### src/rtl/div_pkg.sv
// Shared definitions for the sequential divider.
//   DIV_WIDTH          default operand/result width
//   DIV_ZERO_QUOTIENT  quotient reported when the divisor is zero
//   div_state_e        divider control states
package div_pkg;

  localparam int unsigned DIV_WIDTH = 32;
  localparam logic [DIV_WIDTH-1:0] DIV_ZERO_QUOTIENT = 32'hFFFF_FFFF;

  typedef enum logic [1:0] {
    IDLE  = 2'd0,
    ITER  = 2'd1,
    FIXUP = 2'd2,
    DONE  = 2'd3
  } div_state_e;

endpackage

### src/rtl/div_sub33.sv
// Combinational subtractor: diff = a + ~b + 1 over W bits.
// Ports:
//   a, b    W-bit operands
//   diff    low W-1 bits of the difference
//   borrow  top bit of the difference (set when a < b for in-range operands)
module div_sub33 #(
  parameter int unsigned W = 33
) (
  input  logic [W-1:0] a,
  input  logic [W-1:0] b,
  output logic [W-2:0] diff,
  output logic         borrow
);

  logic [W-1:0] full;

  // Two's complement subtract: ones-complement of b with carry-in of one.
  assign full   = a + ~b + W'(1);
  assign diff   = full[W-2:0];
  assign borrow = full[W-1];

endmodule

### src/rtl/seq_divider.sv
// Multicycle restoring radix-2 divider for MIPS DIV/DIVU (quotient -> LO,
// remainder -> HI). One quotient bit per clock, then a sign fix-up cycle.
// Ports:
//   clock, reset_n        rising-edge clock, asynchronous active-low reset
//   in_valid / in_ready   request handshake (accepted only in IDLE)
//   is_signed             1 = DIV (two's complement), 0 = DIVU
//   dividend, divisor     operands, sampled on the accept edge only
//   out_valid / out_ready result handshake (result held until consumed)
//   quotient, remainder   results
//   div_zero              divisor was zero, qualified by out_valid
// Build option: define SEQ_DIVIDER_EARLY_EXIT_EN to skip the leading-zero
// iterations of the dividend magnitude.
module seq_divider
  import div_pkg::*;
#(
  parameter int unsigned WIDTH = DIV_WIDTH,
  parameter int unsigned CNT_W = 6
) (
  input  logic             clock,
  input  logic             reset_n,
  input  logic             in_valid,
  output logic             in_ready,
  input  logic             is_signed,
  input  logic [WIDTH-1:0] dividend,
  input  logic [WIDTH-1:0] divisor,
  output logic             out_valid,
  input  logic             out_ready,
  output logic [WIDTH-1:0] quotient,
  output logic [WIDTH-1:0] remainder,
  output logic             div_zero
);

  div_state_e       state_q, state_d;
  logic [CNT_W-1:0] cnt_q, cnt_d;
  logic [WIDTH-1:0] q_q, q_d;
  logic [WIDTH-1:0] rem_q, rem_d;
  logic [WIDTH-1:0] dvsr_q, dvsr_d;
  logic             neg_quo_q, neg_quo_d;
  logic             neg_rem_q, neg_rem_d;
  logic             dz_q, dz_d;

  logic [WIDTH:0]   sub_a, sub_b, neg_b;
  logic [WIDTH-1:0] sub_diff, neg_diff;
  logic             sub_borrow, neg_borrow_unused;
  logic             dvd_neg, dvs_neg;
  logic [WIDTH-1:0] dvd_mag, dvs_mag;
  logic [WIDTH-1:0] q_init;
  logic [CNT_W-1:0] cnt_init;

  // Two subtractors shared across states: in IDLE they form the operand
  // magnitudes, in ITER u_sub is the trial subtract, in FIXUP both negate.
  div_sub33 #(.W(WIDTH + 1)) u_sub (
    .a      (sub_a),
    .b      (sub_b),
    .diff   (sub_diff),
    .borrow (sub_borrow)
  );

  div_sub33 #(.W(WIDTH + 1)) u_neg (
    .a      ('0),
    .b      (neg_b),
    .diff   (neg_diff),
    .borrow (neg_borrow_unused)
  );

  always_comb begin
    sub_a = '0;
    sub_b = {1'b0, dividend};
    neg_b = {1'b0, divisor};
    case (state_q)
      ITER: begin
        sub_a = {rem_q, q_q[WIDTH-1]};
        sub_b = {1'b0, dvsr_q};
      end
      FIXUP: begin
        sub_b = {1'b0, q_q};
        neg_b = {1'b0, rem_q};
      end
      default: ;
    endcase
  end

  assign dvd_neg = is_signed & dividend[WIDTH-1];
  assign dvs_neg = is_signed & divisor[WIDTH-1];
  assign dvd_mag = dvd_neg ? sub_diff : dividend;
  assign dvs_mag = dvs_neg ? neg_diff : divisor;

`ifdef SEQ_DIVIDER_EARLY_EXIT_EN
  logic [CNT_W-1:0] lz;
  logic             lz_found;

  // Zero dividend clamps to WIDTH-1 so one iteration still runs.
  always_comb begin
    lz       = CNT_W'(WIDTH - 1);
    lz_found = 1'b0;
    for (int unsigned i = 0; i < WIDTH; i++) begin
      if (!lz_found && dvd_mag[WIDTH-1-i]) begin
        lz       = CNT_W'(i);
        lz_found = 1'b1;
      end
    end
  end

  assign q_init   = dvd_mag << lz;
  assign cnt_init = CNT_W'(WIDTH - 1) - lz;
`else
  assign q_init   = dvd_mag;
  assign cnt_init = CNT_W'(WIDTH - 1);
`endif

  always_comb begin
    state_d   = state_q;
    cnt_d     = cnt_q;
    q_d       = q_q;
    rem_d     = rem_q;
    dvsr_d    = dvsr_q;
    neg_quo_d = neg_quo_q;
    neg_rem_d = neg_rem_q;
    dz_d      = dz_q;
    case (state_q)
      IDLE: begin
        if (in_valid) begin
          neg_quo_d = dvd_neg ^ dvs_neg;
          neg_rem_d = dvd_neg;
          dvsr_d    = dvs_mag;
          rem_d     = '0;
          cnt_d     = cnt_init;
          dz_d      = 1'b0;
          if (divisor == '0) begin
            q_d     = DIV_ZERO_QUOTIENT;
            rem_d   = dividend;
            dz_d    = 1'b1;
            state_d = DONE;
          end else begin
            q_d     = q_init;
            state_d = ITER;
          end
        end
      end
      ITER: begin
        if (!sub_borrow) begin
          rem_d = sub_diff;
          q_d   = {q_q[WIDTH-2:0], 1'b1};
        end else begin
          rem_d = sub_a[WIDTH-1:0];
          q_d   = {q_q[WIDTH-2:0], 1'b0};
        end
        if (cnt_q == '0) begin
          state_d = FIXUP;
        end else begin
          cnt_d = cnt_q - CNT_W'(1);
        end
      end
      FIXUP: begin
        q_d     = neg_quo_q ? sub_diff : q_q;
        rem_d   = neg_rem_q ? neg_diff : rem_q;
        state_d = DONE;
      end
      DONE: begin
        if (out_ready) state_d = IDLE;
      end
      default: state_d = IDLE;
    endcase
  end

  always_ff @(posedge clock or negedge reset_n) begin
    if (!reset_n) begin
      state_q   <= IDLE;
      cnt_q     <= '0;
      q_q       <= '0;
      rem_q     <= '0;
      dvsr_q    <= '0;
      neg_quo_q <= 1'b0;
      neg_rem_q <= 1'b0;
      dz_q      <= 1'b0;
    end else begin
      state_q   <= state_d;
      cnt_q     <= cnt_d;
      q_q       <= q_d;
      rem_q     <= rem_d;
      dvsr_q    <= dvsr_d;
      neg_quo_q <= neg_quo_d;
      neg_rem_q <= neg_rem_d;
      dz_q      <= dz_d;
    end
  end

  assign in_ready  = (state_q == IDLE);
  assign out_valid = (state_q == DONE);
  assign quotient  = q_q;
  assign remainder = rem_q;
  assign div_zero  = dz_q;

endmodule

### config.mk
export PLATFORM = sky130hd
export DESIGN_NAME = seq_divider
export DESIGN_NICKNAME = d
export VERILOG_FILES = /design/src/rtl/div_pkg.sv /design/src/rtl/div_sub33.sv /design/src/rtl/seq_divider.sv
export SDC_FILE = /design/constraint.sdc
export NUM_CORES = 1
export LEC_CHECK = 0
export ABC_AREA = 1
export BUFFER_PORTS_ARGS = -buffer_cell sky130_fd_sc_hd__buf_2
export CAP_MARGIN = 10
export CORE_MARGIN = 2
export CORE_UTILIZATION = 35
export DETAILED_ROUTE_END_ITERATION = 10
export GPL_ROUTABILITY_DRIVEN = 0
export SYNTH_ARGS = -nofsm -noshare
export SYNTH_HDL_FRONTEND = slang
export SYNTH_SLANG_ARGS = --single-unit
### constraint.sdc
create_clock -name clock -period 8.77 [get_ports clock]
set_input_delay 1.754 -clock clock [delete_from_list [all_inputs] [get_ports clock]]
set_output_delay 1.754 -clock clock [all_outputs]
set_load 0.02 [all_outputs]
==> impl_metrics.env <==
export IMPL_outcome="complete, no violations"
export IMPL_fp_coreArea_mm2=0.03164
export IMPL_globalRoute_totalOverflow=0
export IMPL_synth_top_family_by_area="simple AND/OR/NAND/NOR gates"
export IMPL_postRouteAntennaNets=0
export IMPL_clock_sink_count=107
export IMPL_port_buffers=135
export IMPL_grt_max_degree=71
export IMPL_tightest_slew_ps=1193
export IMPL_slew_headroom_pct=20.40
export IMPL_maxSlewViolCount=0
export IMPL_vias_per_cell=5.366
export IMPL_critical_path_arrival_ps=5810
export IMPL_total_cts_buffers=9
export IMPL_initial_core_util_pct=35.69
export IMPL_critical_path_required_ps=9090
export IMPL_worst_setup_path_type="flip-flop to flip-flop"
export IMPL_cts_root_buf="clkbuf_16"
export IMPL_final_setup_skew_ps=17.96
export IMPL_cts_repair_resized_insts=0
export IMPL_netlist_top_cell_by_area="dfrtp_1"
export IMPL_number_of_nets_at_the_end_of_the_flow=2105
export IMPL_groute_usage_overall_pct=26.56
export IMPL_antenna_cells_inserted=0
export IMPL_post_dp_hpwl_mm=34.70
export IMPL_post_synth_mux_area_share_pct=2.039
export IMPL_synth_adder_area_share_pct=4.500
export IMPL_tritoncts="done"
export IMPL_cts_reportedPaths_clkPinSlew_ps=90
export IMPL_core_rowCount=65
export IMPL_drt_wirelength_per_cell_um=18.81
export IMPL_via_count=12890
export IMPL_synthToLayoutAreaGrowth_pct=10.93
export IMPL_share_of_cells_above_drive_strength_1_pct=11.24
export IMPL_type_of_the_worst_min_delay_path="flip-flop to flip-flop"
export IMPL_clk_latency_ps=390
export IMPL_post_synth_xor_area_fraction_pct=2.017
export IMPL_die_height_um=183.6
export IMPL_cts_hold_buffers_added=0
export IMPL_synthesis_instances=1921
export IMPL_postCtsSetupRepairBufs=0
export IMPL_avgSynthCellArea_um2=5.877
export IMPL_grt_pass1_wl_mm=68.65
export IMPL_clock_path_buffers=2
export IMPL_worstRegToRegCells=22
export IMPL_number_of_antenna_violations_at_the_first_check_in_global_routing=0
export IMPL_post_synth_top_area_fraction_pct=23.72
export IMPL_unrepaired_setup_endpoints_after_global_routing="false"
export IMPL_fraction_of_the_yosys_area_taken_by_sequential_cells_pct=23.72
export IMPL_totalWireLength_mm=45.19
export IMPL_synth_area_top_cells="dfrtp_1 24%, nand2_1 23%, inv_1 10%"
export IMPL_ys_warnings_count=0
export IMPL_die_area_mm2=0.03371
export IMPL_fin_crit_sh_pct=62.60
export IMPL_placedInstanceArea_mm2=0.01222
export IMPL_worstSetupStartpointType="flip-flop"
export IMPL_mapped_nets=2030
export IMPL_shortest_clock_period_the_worst_path_allows_after_layout_ps=5490
export IMPL_worstHoldPathCells=2
export IMPL_drt_drc_violations_left=0
export IMPL_synthDistinctLibCells=53
export IMPL_setup_crit_end_kind="flip-flop"
export IMPL_io_pins=136
export IMPL_fmax_ghz=0.1822
export IMPL_die_x_um=183.6
export IMPL_final_setup_tns_ps=0
export IMPL_finalSetupViolCount=0
export IMPL_number_of_global_route_vias_before_repair=11940
export IMPL_critPathMaxFanout=63
export IMPL_finalHoldViolCount=0
export IMPL_synth_compound_area_share_pct=18.65
export IMPL_cts_max_level=3
export IMPL_yosys_register_bits=107
export IMPL_initialDrtViolationCount=1774
export IMPL_drtPass1Iterations=6
export IMPL_cell_area_after_layout_mm2=0.01252
export IMPL_maxCapViolations=0
export IMPL_simple_gate_share_of_the_synthesized_area_pct=35.12
export IMPL_synthesis_area_mm2=0.01129
[metal layers]
| layer | vias up | routed length, um | track usage [%] |
|---|---|---|---|
| met5 | - | 0 | 0 |
| met4 | 0 | 1629 | 10.11 |
| met3 | 79 | 4714 | 3.883 |
| met2 | 711 | 18700 | 39.11 |
| met1 | 5826 | 20150 | 38.92 |
| li1 | 6278 | - | - |
[kinds of logic after synthesis]
group | after synthesis
xor+xnor | 26
compound gates | 370
simple gates | 954
flops | 107
buf+inv | 401
fa+ha+maj | 40
mux | 23
[Yosys cell counts (all sizes together)]
master,number
inv,313
a31o,6
a31oi,32
o21bai,4
o21ai,146
a22oi,1
nand3,103
mux2i,23
and2,3
a22o,1
nor4,8
nand3b,8
a21o,3
fa,1
o211ai,11
nand2,689
and3,3
xor2,15
xnor2,11
a21boi,1
clkbuf,56
nor3,14
ha,39
dfrtp,107
o221ai,12
buf,29
clkinv,3
nand4,13
nor2,105
o22ai,27
a21oi,126
nor3b,3
or2,5
[placed cells by master (no fill, tap or decap), types with 32 or more instances in the layout]
master	netlist	final
nand3_1	101	101
buf_2	17	134
a21oi_1	124	124
ha_1	39	36
nand2_1	685	685
a31oi_1	32	32
o21ai_0	122	122
inv_1	310	309
nor2_1	92	91
dfrtp_1	107	107
[area by class of cell]
cell class | count | area, um2
inverters | 316 | 1190
well taps | 402 | 503.0
flip-flops and latches | 107 | 2678
clock inverters | 6 | 65.06
clock buffers | 10 | 239.0
multi-input cells | 1413 | 7066
fillers | 3445 | 19110
repair buffers | 149 | 783.3
[final timing paths]
path | startpoint | to | slack [ps]
worst max-delay path | state_q[0]$_DFFE_PN0P_ | remainder[30]$_DFFE_PN0P_ | 3280
worst min-delay path | dvsr_q[31]$_DFFE_PN0P_ | dvsr_q[31]$_DFFE_PN0P_ | 490
worst max register to register | state_q[0]$_DFFE_PN0P_ | remainder[30]$_DFFE_PN0P_ | 3280
worst min register to register | dvsr_q[31]$_DFFE_PN0P_ | dvsr_q[31]$_DFFE_PN0P_ | 490
max in group asynchronous | reset_n | quotient[2]$_DFFE_PN0P_ | 6010
min in group asynchronous | reset_n | quotient[21]$_DFFE_PN0P_ | 1400
[critical path, stage by stage, from the launching register on]
cell     delay, ps
dfrtp_1        420
inv_1          140
ha_2           280
buf_4          340
inv_2          640
buf_4          590
o21ai_0        280
fa_1           500
nand2_1        110
nand2_1         50
nand3_1         80
nand2_1        130
nand2_1         90
nand2_1         90
nand2_1        120
nand2_1         80
nand2_1         70
nand2_1        670
nand2_1        290
nand2_1         90
nand2_1         60
nand2_1         60
a21oi_2        160
[stage by stage]
stage | setup WS [ps] | util [%] | hold WS (ps) | instances
after floorplan | 4919 | - | 449.4 | 1921
after global placement | 3555 | 38.62 | 465.1 | 2387
after detailed placement | 3420 | 38.62 | 466.3 | 2387
after CTS | 3393 | 39.58 | 488.2 | 2403
after global routing | 2884 | 39.58 | 519.4 | 2403
final | 3280 | 39.58 | 490.7 | 2403
[flip-flops by register name, indices dropped and copies added, names as in the netlist]
| signal | count |
|---|---|
| neg_rem_q | 1 |
| quotient | 32 |
| neg_quo_q | 1 |
| dvsr_q | 32 |
| state_q | 2 |
| remainder | 32 |
| cnt_q | 6 |
| div_zero | 1 |
Power is left out: the tool's default activity adds up to more than one toggle a clock period on the data nets, which glitch-free logic cannot reach.
